## config.mk

```make
export PLATFORM = sky130hd
export DESIGN_NAME = seq_divider_16bit
export DESIGN_NICKNAME = d
export VERILOG_FILES = /design/src/rtl/seq_divider_16bit.sv
export SDC_FILE = /design/constraint.sdc
export NUM_CORES = 1
export LEC_CHECK = 0
export BUFFER_PORTS_ARGS = -buffer_cell sky130_fd_sc_hd__buf_2
export CORE_UTILIZATION = 40
export CTS_CLUSTER_DIAMETER = 80
export CTS_CLUSTER_SIZE = 16
export DETAILED_ROUTE_END_ITERATION = 10
export HOLD_SLACK_MARGIN = 0.03
export PLACE_DENSITY_LB_ADDON = 0.05
export SYNTH_ARGS = -nofsm -noshare
export SYNTH_HDL_FRONTEND = slang
export SYNTH_SLANG_ARGS = --single-unit
```

## constraint.sdc

```tcl
create_clock -name clk -period 3.61 [get_ports clk]
set_input_delay 0 -clock clk [delete_from_list [all_inputs] [get_ports clk]]
set_output_delay 0 -clock clk [all_outputs]
set_load 0.03 [all_outputs]
```

## src/rtl/seq_divider_16bit.sv

```systemverilog
// Sequential 16-bit unsigned restoring divider: IDLE -> RUN (16 iterations) -> DONE.
// Optional DIV_BY_ZERO_FLAG_EN adds a div_zero output and an early finish when B == 0.
module seq_divider_16bit (
    input  logic        clk,
    input  logic        rst_n,
    input  logic        start,
    input  logic [15:0] A,
    input  logic [15:0] B,
    output logic [15:0] Q,
    output logic [15:0] R,
    output logic        busy,
    output logic        done
`ifdef DIV_BY_ZERO_FLAG_EN
    ,
    output logic        div_zero
`endif
);

    localparam int unsigned W  = 16;
    localparam int unsigned RW = W + 1;
    localparam int unsigned CW = 4;

    typedef enum logic [1:0] {
        ST_IDLE = 2'd0,
        ST_RUN  = 2'd1,
        ST_DONE = 2'd2
    } state_e;

    state_e          state_q, state_d;
    logic [W-1:0]    a_q, a_d;      // dividend shifts out MSB-first, quotient shifts in at LSB
    logic [W-1:0]    b_q, b_d;
    logic [RW-1:0]   rem_q, rem_d;
    logic [CW-1:0]   cnt_q, cnt_d;
    logic [W-1:0]    q_q, q_d;
    logic [W-1:0]    r_q, r_d;
    logic            busy_q, busy_d;
    logic            done_q, done_d;
`ifdef DIV_BY_ZERO_FLAG_EN
    logic            dz_q, dz_d;
    logic            div_zero_q, div_zero_d;
`endif

    logic [RW-1:0]   rem_shift_c;
    logic [RW-1:0]   rem_diff_c;
    logic            q_bit_c;

    // One restoring step: shift in next dividend bit, trial-subtract the divisor.
    always_comb begin
        rem_shift_c = RW'({rem_q, a_q[W-1]});
        rem_diff_c  = rem_shift_c - {1'b0, b_q};
        q_bit_c     = ~rem_diff_c[W];
    end

    always_comb begin
        state_d = state_q;
        a_d     = a_q;
        b_d     = b_q;
        rem_d   = rem_q;
        cnt_d   = cnt_q;
        q_d     = q_q;
        r_d     = r_q;
`ifdef DIV_BY_ZERO_FLAG_EN
        dz_d       = dz_q;
        div_zero_d = div_zero_q;
`endif

        case (state_q)
            ST_IDLE, ST_DONE: begin
                state_d = ST_IDLE;
                if (start) begin
                    state_d = ST_RUN;
                    a_d     = A;
                    b_d     = B;
                    rem_d   = '0;
                    cnt_d   = '0;
`ifdef DIV_BY_ZERO_FLAG_EN
                    dz_d       = (B == '0);
                    div_zero_d = 1'b0;
`endif
                end
            end

            ST_RUN: begin
`ifdef DIV_BY_ZERO_FLAG_EN
                if (dz_q) begin
                    state_d    = ST_DONE;
                    q_d        = {W{1'b1}};
                    r_d        = a_q;
                    dz_d       = 1'b0;
                    div_zero_d = 1'b1;
                end else begin
`endif
                    a_d   = {a_q[W-2:0], q_bit_c};
                    rem_d = q_bit_c ? rem_diff_c : rem_shift_c;
                    cnt_d = cnt_q + CW'(1);
                    if (cnt_q == CW'(W - 1)) begin
                        state_d = ST_DONE;
                        q_d     = {a_q[W-2:0], q_bit_c};
                        r_d     = q_bit_c ? rem_diff_c[W-1:0] : rem_shift_c[W-1:0];
                    end
`ifdef DIV_BY_ZERO_FLAG_EN
                end
`endif
            end

            default: begin
                state_d = ST_IDLE;
            end
        endcase

        busy_d = (state_d == ST_RUN);
        done_d = (state_d == ST_DONE);
    end

    always_ff @(posedge clk or negedge rst_n) begin
        if (!rst_n) begin
            state_q <= ST_IDLE;
            a_q     <= '0;
            b_q     <= '0;
            rem_q   <= '0;
            cnt_q   <= '0;
            q_q     <= '0;
            r_q     <= '0;
            busy_q  <= 1'b0;
            done_q  <= 1'b0;
        end else begin
            state_q <= state_d;
            a_q     <= a_d;
            b_q     <= b_d;
            rem_q   <= rem_d;
            cnt_q   <= cnt_d;
            q_q     <= q_d;
            r_q     <= r_d;
            busy_q  <= busy_d;
            done_q  <= done_d;
        end
    end

`ifdef DIV_BY_ZERO_FLAG_EN
    always_ff @(posedge clk or negedge rst_n) begin
        if (!rst_n) begin
            dz_q       <= 1'b0;
            div_zero_q <= 1'b0;
        end else begin
            dz_q       <= dz_d;
            div_zero_q <= div_zero_d;
        end
    end

    assign div_zero = div_zero_q;
`endif

    assign Q    = q_q;
    assign R    = r_q;
    assign busy = busy_q;
    assign done = done_q;

endmodule

```

---- Word-level counts from Yosys, hierarchy flattened ----
Index checks and enable logic that the tools add are counted.
cells by class
  equality and inequality tests ........... 6
  add/sub/neg operators ................... 2
  muxes and demuxes ....................... 11
  reductions and logical operators ........ 6
  bitwise logic cells ..................... 1
operator list
  kind                                                              number
  16-bit two-way mux                                                4
  16-bit case mux with 2 select lines                               2
  17-bit by 16-bit subtractor with 17-bit output                    1
  4-bit case mux with 2 select lines                                1
  2-bit AND reduction                                               3
  4-bit by 1-bit adder with 4-bit output (second input constant)    1
  2-bit by 1-bit == test with 1-bit output (second input constant)  2
  2-bit == test (second input constant)                             2
  4-bit == test (second input constant)                             1
  4-bit two-way mux                                                 1
  2-bit case mux with 2 select lines                                1
  2-bit zero test                                                   1
  2-bit two-way mux                                                 1
  2-bit inequality test (second input constant)                     1
  2-bit nonzero test                                                1
  2-bit OR reduction                                                1
  1-bit two-way mux                                                 1
  1-bit inverter                                                    1
storage, ports and cells
  output and inout bits ................... 34
  logic and storage cells ................. 35
  register bits after elaboration ......... 88

---- Logic depth before layout (Yosys ltp) ----
Gate-level depths: netlist of the first run.
  depth in word-level cells ............... 4
  mapped depth ............................ 11
  gate-level depth less buffers ........... 10

---- Worst setup path after synthesis of the first run ----
No wires, ideal clock.
  kind .................................... register to register
  start point ............................. reg a_q[15]
  end point ............................... reg rem_q[2]
  stages on the path, launching flop included .. 12
  path buffers ............................ 1
  path slack .............................. 1.027 ns
  period minus slack after synthesis ...... 2.583 ns
  data arrival time ....................... 2.450 ns
  setup time .............................. 0.133 ns
  cells stage by stage .................... dfrtp_1 -> inv_1 -> ha_1 -> fa_1 -> nand2b_1 -> a21oi_2 -> o31ai_4 -> o21a_2 -> o221ai_4 -> buf_12 -> mux2i_1 -> o21ai_1
on the way
  word-level cells in the longest chain between the ends .. 3
RTL lines
  what                                            RTL line  source
  from (decl)                                     30        logic [W-1:0] a_q, a_d;
  from (signal assigned)                          118       a_q <= '0;
  from (signal assigned)                          128       a_q <= a_d;
  17-bit by 16-bit subtractor with 17-bit output  50        rem_diff_c = rem_shift_c - {1'b0, b_q};
  16-bit two-way mux                              94        rem_d = q_bit_c ? rem_diff_c : rem_shift_c;
  16-bit case mux with 2 select lines             67        case (state_q)
  to (signal assigned)                            130       rem_q <= rem_d;
  to (decl)                                       32        logic [RW-1:0] rem_q, rem_d;
No other way between the ends.
A chain may end at the register's enable or synchronous reset.

---- Final worst setup path of the first run ----
  start point ............................. reg a_q[15]
  end point ............................... reg r_q[6] (netlist: R[6])
on the way
  word-level cells in the longest chain between the ends .. 2
RTL lines
  what                                            RTL line  source
  17-bit by 16-bit subtractor with 17-bit output  50
  16-bit two-way mux                              99        r_d = q_bit_c ? rem_diff_c[W-1:0] : rem_shift_c[W-1:0];
  to (signal assigned)                            133       r_q <= r_d;
  to (decl)                                       35        logic [W-1:0] r_q, r_d;
No other way between the ends.

==> results.json, run 1 <==
{
  "fp.dieW_um": 107,
  "fin_nets": 622,
  "start_util": 0.410,
  "global_route_wire_length_before_repair_mm": 17.1,
  "slew_hr": 0.430,
  "ios": 69,
  "clock-sinks": 88,
  "dpl_wire_length_mm": 6.62,
  "critical-path-top-delay-family": "compound AO/OA/AOI/OAI gates",
  "cts_inserted_buffers": 9,
  "grt_use_met1": 0.243,
  "port_buffers": 68,
  "synth_cell_types": 55,
  "worstPathRequired_ps": 3840,
  "yosys-top-cells-area": "sky130_fd_sc_hd__dfrtp_1, sky130_fd_sc_hd__nand2_1, sky130_fd_sc_hd__ha_1",
  "worst_path_largest_cell_delay_ps": 420,
  "final.setup_skew_ps": 10.1,
  "cts_resized": 0,
  "count_of_state_elements_after_synthesis": 88,
  "netlist.top_cell.by_area": "sky130_fd_sc_hd__dfrtp_1",
  "drt.antenna.violating_nets": 0,
  "synth_enable_flop_cells": 0,
  "cts.htree.levels": 3,
  "reg_to_reg_critical_path_startpoint": "a_q[15]",
  "worstPathCellList": "inv_1 > ha_1 > fa_1 > nand2b_1 > a21oi_2 > o31ai_4 > o21a_2 > o221ai_4 > buf_4 > mux2i_1 > o21ai_1",
  "post-route-drc-count": 0,
  "globalRouteTotalUtil": 0.191,
  "die_h_um": 107,
  "path_clk_slew_ps": 90,
  "post_synth.cell_area_avg_um2": 9.41,
  "drive_above_1_share": 0.194,
  "fin_tns_setup_ps": 0,
  "worstRegToRegCells": 11,
  "arrival_time_of_data_at_the_critical_path_endpoint_ps": 3180,
  "cts_buffer_depth": 2,
  "setup_repair_after_global_routing_missed_its_margin": "no",
  "globalRoute.busiestLayer": "met2",
  "result_of_the_run": "finished clean",
  "worstMarginPinSlew_ps": 854,
  "timing.final.crit_period_ps": 2940,
  "grt_pass1_vias": 3560,
  "synth_cells": 472,
  "layout.cells.most_common_list": "sky130_fd_sc_hd__nand2_1, sky130_fd_sc_hd__dfrtp_1, sky130_fd_sc_hd__buf_2",
  "route.final.wire_length_mm": 10.1,
  "timing.critical_path.buf_inv": 2,
  "dr.first_iter.drc_count": 74,
  "fmax_mhz": 340,
  "yosys.area.top_type_share": 0.496,
  "timing_hold_violations_final": 0,
  "areaGrowthSynthToFinish_pct": 22.6,
  "cts_root_buf": "sky130_fd_sc_hd__clkbuf_8",
  "hold_class": "in2async",
  "drv.max_cap_violation_count": 0,
  "final-setup-viol-count": 0,
  "tritoncts_clock_tree": "yes",
  "timing.reg2reg.setup_slack_ps": 670,
  "synth_fp_nets": 525,
  "cp_max_fo": 9,
  "critical_path.endpoint_type": "flop",
  "gp_routability_congestion": 0.791,
  "clock_latency_ps": 370,
  "synthesis.area_um2": 4440,
  "antenna_found_initial": 0,
  "r2r-end": "R[6]",
  "routed-via-count": 3564,
  "async_reset_ff_frac": 1.00,
  "cpMaxStageDelayCell": "sky130_fd_sc_hd__o221ai_4",
  "final-max-slew-violation-count": 0,
  "detail_route.wl_per_cell_um": 14.1,
  "core.rowCount": 38,
  "detailed_place.area_um2": 4910,
  "core-area_um2": 10800,
  "postSynth.topFlopCell": "sky130_fd_sc_hd__dfrtp_1",
  "groute.layer.met3.usage": 0.0496,
  "grt_overflow": 0,
  "mostFrequentLayoutCell": "sky130_fd_sc_hd__nand2_1",
  "fin_util": 0.502,
  "groute.layer.met2.usage": 0.314,
  "antenna-diode-count": 0,
  "yosysWarnings": 0,
  "die_area_um2": 11500,
  "postCtsSetupRepairBufs": 0,
  "critical_path.startpoint_type": "flop",
  "cts_hold_repair.buffers": 35,
  "avgViaCountPerCell": 5.01,
  "synth_sequential_area_ratio": 0.496,
  "part_of_the_cycle_the_worst_path_needs": 0.815,
  "detailedRoute.firstPassIterationCount": 4,
  "setup.worst_path.class": "reg2reg",
  "grt_start_max_net_pins": 66,
  "final_design_area_no_fill_um2": 5440
}
[worst max-delay path by stage]
stage               startpoint        to  cells after the start
floorplan              a_q[15]  rem_q[2]                     11
global route           a_q[15]      R[9]                     11
finish                 a_q[15]      R[6]                     11
global placement       a_q[15]     R[11]                     11
CTS                    a_q[15]      R[9]                     11
detailed placement     a_q[15]     R[11]                     11
[routing by layer]
layer,vias to the layer above,share of wire
li1,1789,-
met3,15,0.043
met1,1692,0.47
met2,68,0.47
met5,-,0
met4,0,0.017
[through the flow]
step           hold WS [ps]  cells  worst slack (ps)
2_1_floorplan          -296    472              1030
3_3_place_gp            154    663               710
3_5_place_dp            167    663               637
4_1_cts                 314    712               615
5_1_grt                 357    712               415
6_report                272    712               666
[cell usage after synthesis, drive strengths merged, types with 3 or more instances]
| cell type | number |
|---|---|
| xor2 | 4 |
| mux2 | 4 |
| a211oi | 4 |
| ha | 17 |
| a22o | 3 |
| a22oi | 15 |
| o31ai | 4 |
| dfrtp | 88 |
| nand4 | 4 |
| o211ai | 5 |
| o21ai | 54 |
| a21o | 7 |
| inv | 21 |
| a21oi | 15 |
| nor2 | 14 |
| nand2b | 6 |
| nand2 | 135 |
| xnor2 | 7 |
| or3b | 3 |
| clkbuf | 17 |
| buf | 6 |
| nor2b | 3 |
| mux2i | 14 |
[worst reg2reg max path: stages (launching register included)]
cell and delay [ps]:
sky130_fd_sc_hd__dfrtp_1 330, sky130_fd_sc_hd__inv_1 60, sky130_fd_sc_hd__ha_1 210, sky130_fd_sc_hd__fa_1 400, sky130_fd_sc_hd__nand2b_1 190, sky130_fd_sc_hd__a21oi_2 200
sky130_fd_sc_hd__o31ai_4 120, sky130_fd_sc_hd__o21a_2 240, sky130_fd_sc_hd__o221ai_4 420, sky130_fd_sc_hd__buf_4 290, sky130_fd_sc_hd__mux2i_1 270, sky130_fd_sc_hd__o21ai_1 80
[cells by family after synthesis]
family,share of synthesized area
XOR/XNOR,0.0217
multiplexers,0.0434
AO/OA/AOI/OAI,0.176
adder cells (fa/ha/maj),0.0524
flip-flops,0.496
AND/OR/NAND/NOR,0.166
buffers and inverters,0.0440
[flip-flops by register name, indices dropped and copies added, names as in the netlist]
name     cells
b_q         16
R           16
rem_q       16
busy         1
cnt_q        4
done         1
Q           16
a_q         16
state_q      2
[area by class of cell]
type	instances	area, µm²
clock buffers	11	141
clock inverters	3	43.8
fillers	1061	5400
inverters	22	82.6
multi-input cells	339	2060
flip-flops and latches	88	2200
well taps	140	175
repair buffers	109	738
Power of run 1 is not shown: default switching activity piles up to over one toggle a cycle in this logic, so the estimate is an artifact.
==> inputs of run 2 (changes only) <==
==> constraint.sdc (replaced) <==
create_clock -name clk -period 2.9 [get_ports clk]
set_input_delay 0 -clock clk [delete_from_list [all_inputs] [get_ports clk]]
set_output_delay 0 -clock clk [all_outputs]
set_load 0.03 [all_outputs]
==> run 2 against run 1 <==
  * Global-route usage barely moved
  * Sequential cell count did not move
  * Routed wire length fell by 0.17%
  * Count of clock-buffer cells in the layout fell by 1
  * Register-to-register slack got worse by 470 ps
==> results.json, run 2 (synthesis results as in run 1) <==
{
  "result_of_the_run": "finished clean",
  "fin_nets": 627,
  "antenna_found_initial": 0,
  "groute.layer.met3.usage": 0.0418,
  "hold_class": "in2async",
  "cts.htree.levels": 3,
  "timing.final.crit_period_ps": 2700,
  "setup_repair_after_global_routing_missed_its_margin": "no",
  "worstMarginPinSlew_ps": 874,
  "fp.dieW_um": 107,
  "die_h_um": 107,
  "layout.cells.most_common_list": "sky130_fd_sc_hd__nand2_1, sky130_fd_sc_hd__dfrtp_1, sky130_fd_sc_hd__buf_2",
  "start_util": 0.410,
  "part_of_the_cycle_the_worst_path_needs": 0.932,
  "grt_start_max_net_pins": 67,
  "port_buffers": 68,
  "post-place-cells": 668,
  "drv.max_cap_violation_count": 0,
  "reg_to_reg_critical_path_startpoint": "a_q[15]",
  "worstPathRequired_ps": 3190,
  "timing_hold_violations_final": 0,
  "route.final.wire_length_mm": 10.0,
  "die_area_um2": 11500,
  "avgViaCountPerCell": 5.00,
  "critical_path.startpoint_type": "flop",
  "dpl_wire_length_mm": 6.86,
  "grt_use_met1": 0.243,
  "globalRoute.busiestLayer": "met2",
  "clock_latency_ps": 360,
  "r2r-end": "R[13]",
  "fillCellCount": 1051,
  "critical_path.endpoint_type": "flop",
  "mostFrequentLayoutCell": "sky130_fd_sc_hd__nand2_1",
  "drt.antenna.violating_nets": 0,
  "gp_routability_congestion": 0.791,
  "final-setup-viol-count": 0,
  "detailedRoute.firstPassIterationCount": 4,
  "globalRouteTotalUtil": 0.191,
  "final-max-slew-violation-count": 0,
  "drive_above_1_share": 0.204,
  "fin_util": 0.509,
  "timing.reg2reg.setup_slack_ps": 200,
  "post_layout_nonfiller_instances": 718,
  "cp_max_fo": 10,
  "global_route_wire_length_before_repair_mm": 17.1,
  "path_clk_slew_ps": 80,
  "cts_inserted_buffers": 9,
  "post-route-drc-count": 0,
  "clock-sinks": 88,
  "core.rowCount": 38,
  "worst_setup_path_startpoint": "a_q[15]",
  "grt_overflow": 0,
  "fin_tns_setup_ps": 0,
  "worstRegToRegCells": 11,
  "routed-via-count": 3587,
  "areaGrowthSynthToFinish_pct": 24.3,
  "tritoncts_clock_tree": "yes",
  "slew_hr": 0.416,
  "setup.worst_path.class": "reg2reg",
  "final.setup_skew_ps": 7.62,
  "postCtsSetupRepairBufs": 0,
  "grt_pass1_vias": 3549,
  "core-area_um2": 10800,
  "cts_root_buf": "sky130_fd_sc_hd__clkbuf_8",
  "groute.layer.met2.usage": 0.321,
  "ios": 69,
  "fmax_mhz": 370,
  "detail_route.wl_per_cell_um": 14.0,
  "antenna-diode-count": 0,
  "arrival_time_of_data_at_the_critical_path_endpoint_ps": 3000,
  "dr.first_iter.drc_count": 124,
  "cts_buffer_depth": 2
}
[run 2: layer usage]
layer / share of wire / wire [µm]
met1: 0.47 / 4680
met2: 0.48 / 4850
met3: 0.040 / 405
met4: 0.0099 / 99
met5: 0 / 0
[run 2: cell type report]
| type | count | area [µm²] | area share |
|---|---|---|---|
| tap | 140 | 175 | 0.0317 |
| multi-input combinational | 339 | 2060 | 0.373 |
| inverter | 22 | 82.6 | 0.0150 |
| sequential | 88 | 2200 | 0.399 |
| timing repair buffer | 114 | 779 | 0.141 |
| clock buffer | 10 | 138 | 0.0249 |
| clock inverter | 5 | 81.3 | 0.0147 |
[run 2: repair_timing]
action / in CTS / in global routing
hold endpoints to repair: 98 / 0
hold buffers: 35 / 0
setup endpoints to repair: 0 / 3
gates resized for setup: 0 / 1
[run 2: critical path, stage by stage, from the launching register on]
cell and delay (ps):
sky130_fd_sc_hd__dfrtp_1 330, sky130_fd_sc_hd__inv_1 60, sky130_fd_sc_hd__ha_1 220, sky130_fd_sc_hd__fa_1 410
sky130_fd_sc_hd__nand2b_1 200, sky130_fd_sc_hd__a21oi_2 200, sky130_fd_sc_hd__o31ai_4 130, sky130_fd_sc_hd__o21a_2 240
sky130_fd_sc_hd__o221ai_4 210, sky130_fd_sc_hd__buf_6 210, sky130_fd_sc_hd__mux2_4 330, sky130_fd_sc_hd__o21ai_2 110
[run 2: worst max-delay path by stage]
stage	endpoint	slack (ps)
floorplan	rem_q[2]	320
global placement	R[14]	230
detailed placement	R[14]	160
CTS	R[14]	130
global route	R[11]	2
finish	R[13]	200
[run 2: through the flow]
step / setup slack (ps) / instance area (µm²) / hold slack, ps
final: 197 / 5520 / 281
after global routing: 1.64 / 5520 / 352
after CTS: 127 / 5510 / 313
after detailed placement: 157 / 4940 / 168
after global placement: 226 / 4940 / 161
after floorplan: 317 / 4440 / -296
Power of run 2 is left out for the same reason.
==> inputs of run 3 (changes only) <==
--- a/config.mk
+++ b/config.mk
@@ -6,7 +6,7 @@
 export NUM_CORES = 1
 export LEC_CHECK = 0
 export BUFFER_PORTS_ARGS = -buffer_cell sky130_fd_sc_hd__buf_2
-export CORE_UTILIZATION = 40
+export CORE_UTILIZATION = 45
 export CTS_CLUSTER_DIAMETER = 80
 export CTS_CLUSTER_SIZE = 16
 export DETAILED_ROUTE_END_ITERATION = 10
==> run 3 against run 2 <==
  * First-iteration DRC count down 27%
  * Hold slack worse by 140 ps
  * Sequential cell count unchanged
  * Sequential share of layout area up 0.25 points
  * Design area down 0.63%
  * Utilization up 7.3 points
  * Clock skew up 10 ps
  * Final cell count down 1.9%
  * Register-to-register slack better by 30 ps
  * Highest routed layer unchanged
==> results.json, run 3 (synthesis results as in run 1) <==
{
  "mostFrequentLayoutCell": "sky130_fd_sc_hd__nand2_1",
  "cpMaxStageDelayCell": "sky130_fd_sc_hd__fa_1",
  "antenna-diode-count": 0,
  "fp.dieW_um": 101,
  "drv.max_cap_violation_count": 0,
  "timing.final.crit_period_ps": 2680,
  "die_h_um": 101,
  "setup.worst_path.class": "reg2reg",
  "result_of_the_run": "finished clean",
  "drt.antenna.violating_nets": 0,
  "routed-via-count": 3599,
  "grt_start_max_net_pins": 49,
  "worstPathCellList": "inv_1 > ha_1 > fa_1 > nand2b_1 > a21oi_2 > o31ai_4 > o21a_2 > o221ai_4 > buf_12 > mux2_4 > o21ai_2",
  "critical_path.startpoint_type": "flop",
  "final_critical_path_setup_slack_ps": 223,
  "areaGrowthSynthToFinish_pct": 23.5,
  "route.final.wire_length_mm": 9.74,
  "gp_routability_congestion": 0.831,
  "worstMarginPinSlew_ps": 835,
  "post-route-drc-count": 0,
  "arrival_time_of_data_at_the_critical_path_endpoint_ps": 2960,
  "critical_path.endpoint_type": "flop",
  "detailedRoute.firstPassIterationCount": 4,
  "clock-sinks": 88,
  "cts_buffer_depth": 2,
  "core-area_um2": 9420,
  "drive_above_1_share": 0.202,
  "global_route_wire_length_before_repair_mm": 16.8,
  "grt_pass1_vias": 3642,
  "core.rowCount": 35,
  "cts_root_buf": "sky130_fd_sc_hd__clkbuf_8",
  "fin_tns_setup_ps": 0,
  "layout.cells.most_common_list": "sky130_fd_sc_hd__nand2_1, sky130_fd_sc_hd__dfrtp_1, sky130_fd_sc_hd__buf_2",
  "detailedPlace.worstSlack_ps": 203,
  "grt_overflow": 0,
  "fmax_mhz": 373,
  "path_clk_slew_ps": 90,
  "part_of_the_cycle_the_worst_path_needs": 0.923,
  "final.setup_skew_ps": 18.0,
  "fin_nets": 624,
  "clock_latency_ps": 360,
  "cp_max_fo": 16,
  "dr.first_iter.drc_count": 91,
  "timing.critical_path.buf_inv": 2,
  "avgViaCountPerCell": 5.11,
  "final-max-slew-violation-count": 0,
  "timing_hold_violations_final": 0,
  "ios": 69,
  "setup_repair_after_global_routing_missed_its_margin": "no",
  "tritoncts_clock_tree": "yes",
  "worstPathRequired_ps": 3180,
  "critical-path-top-delay-family": "compound AO/OA/AOI/OAI gates",
  "cts.htree.levels": 3,
  "worst_path_largest_cell_delay_ps": 390,
  "detail_route.wl_per_cell_um": 13.8,
  "postCtsSetupRepairBufs": 0,
  "port_buffers": 68,
  "slew_hr": 0.442,
  "dpl_wire_length_mm": 6.69,
  "final-setup-viol-count": 0,
  "fillCellCount": 896,
  "cts_inserted_buffers": 9,
  "detailed_place.area_um2": 4930,
  "die_area_um2": 10300,
  "final_design_area_no_fill_um2": 5480,
  "antenna_found_initial": 0,
  "globalRouteTotalUtil": 0.208,
  "timing.hold.ws_ps": 145,
  "start_util": 0.471,
  "hold_class": "in2async"
}
[run 3: through the flow]
stage               cells  utilization
finish                704        0.582
global route          704        0.582
CTS                   704        0.582
detailed placement    655        0.523
global placement      655        0.523
floorplan             472            -
[run 3: cell type report]
cell class              count  area, µm²  share of cell area
well taps                 129        161              0.0294
multi-input cells         339       2060               0.376
repair buffers            111        763               0.139
clock buffers               9        124              0.0226
inverters                  22       82.6              0.0151
clock inverters             6       90.1              0.0164
flip-flops and latches     88       2200               0.402
[run 3: routing by layer]
metal | share of wire | up-vias | GRT usage
li1 | - | 1798 | -
met1 | 0.47 | 1725 | 0.261
met2 | 0.49 | 68 | 0.370
met3 | 0.031 | 8 | 0.0331
met4 | 0.0084 | 0 | 0.0635
met5 | 0 | - | 0
[run 3: path summary, 6_finish.rpt]
path	startpoint	slack (ps)	endpoint	depth (start not counted)
max in group asynchronous	rst_n	2040	state_q[1]	3
hold / removal	rst_n	140	b_q[5]	2
setup / recovery	a_q[15]	220	rem_q[13]	11
hold reg to reg	Q[2]	480	Q[2]	2
setup reg to reg	a_q[15]	220	rem_q[13]	11
min in group clk	B[7]	380	b_q[7]	4
[run 3: timing repair]
item / in CTS / in global routing
resized for setup: 0 / 0
endpoints found under the hold margin: 70 / 0
hold buffers: 34 / 0
Power of run 3 is left out for the same reason.
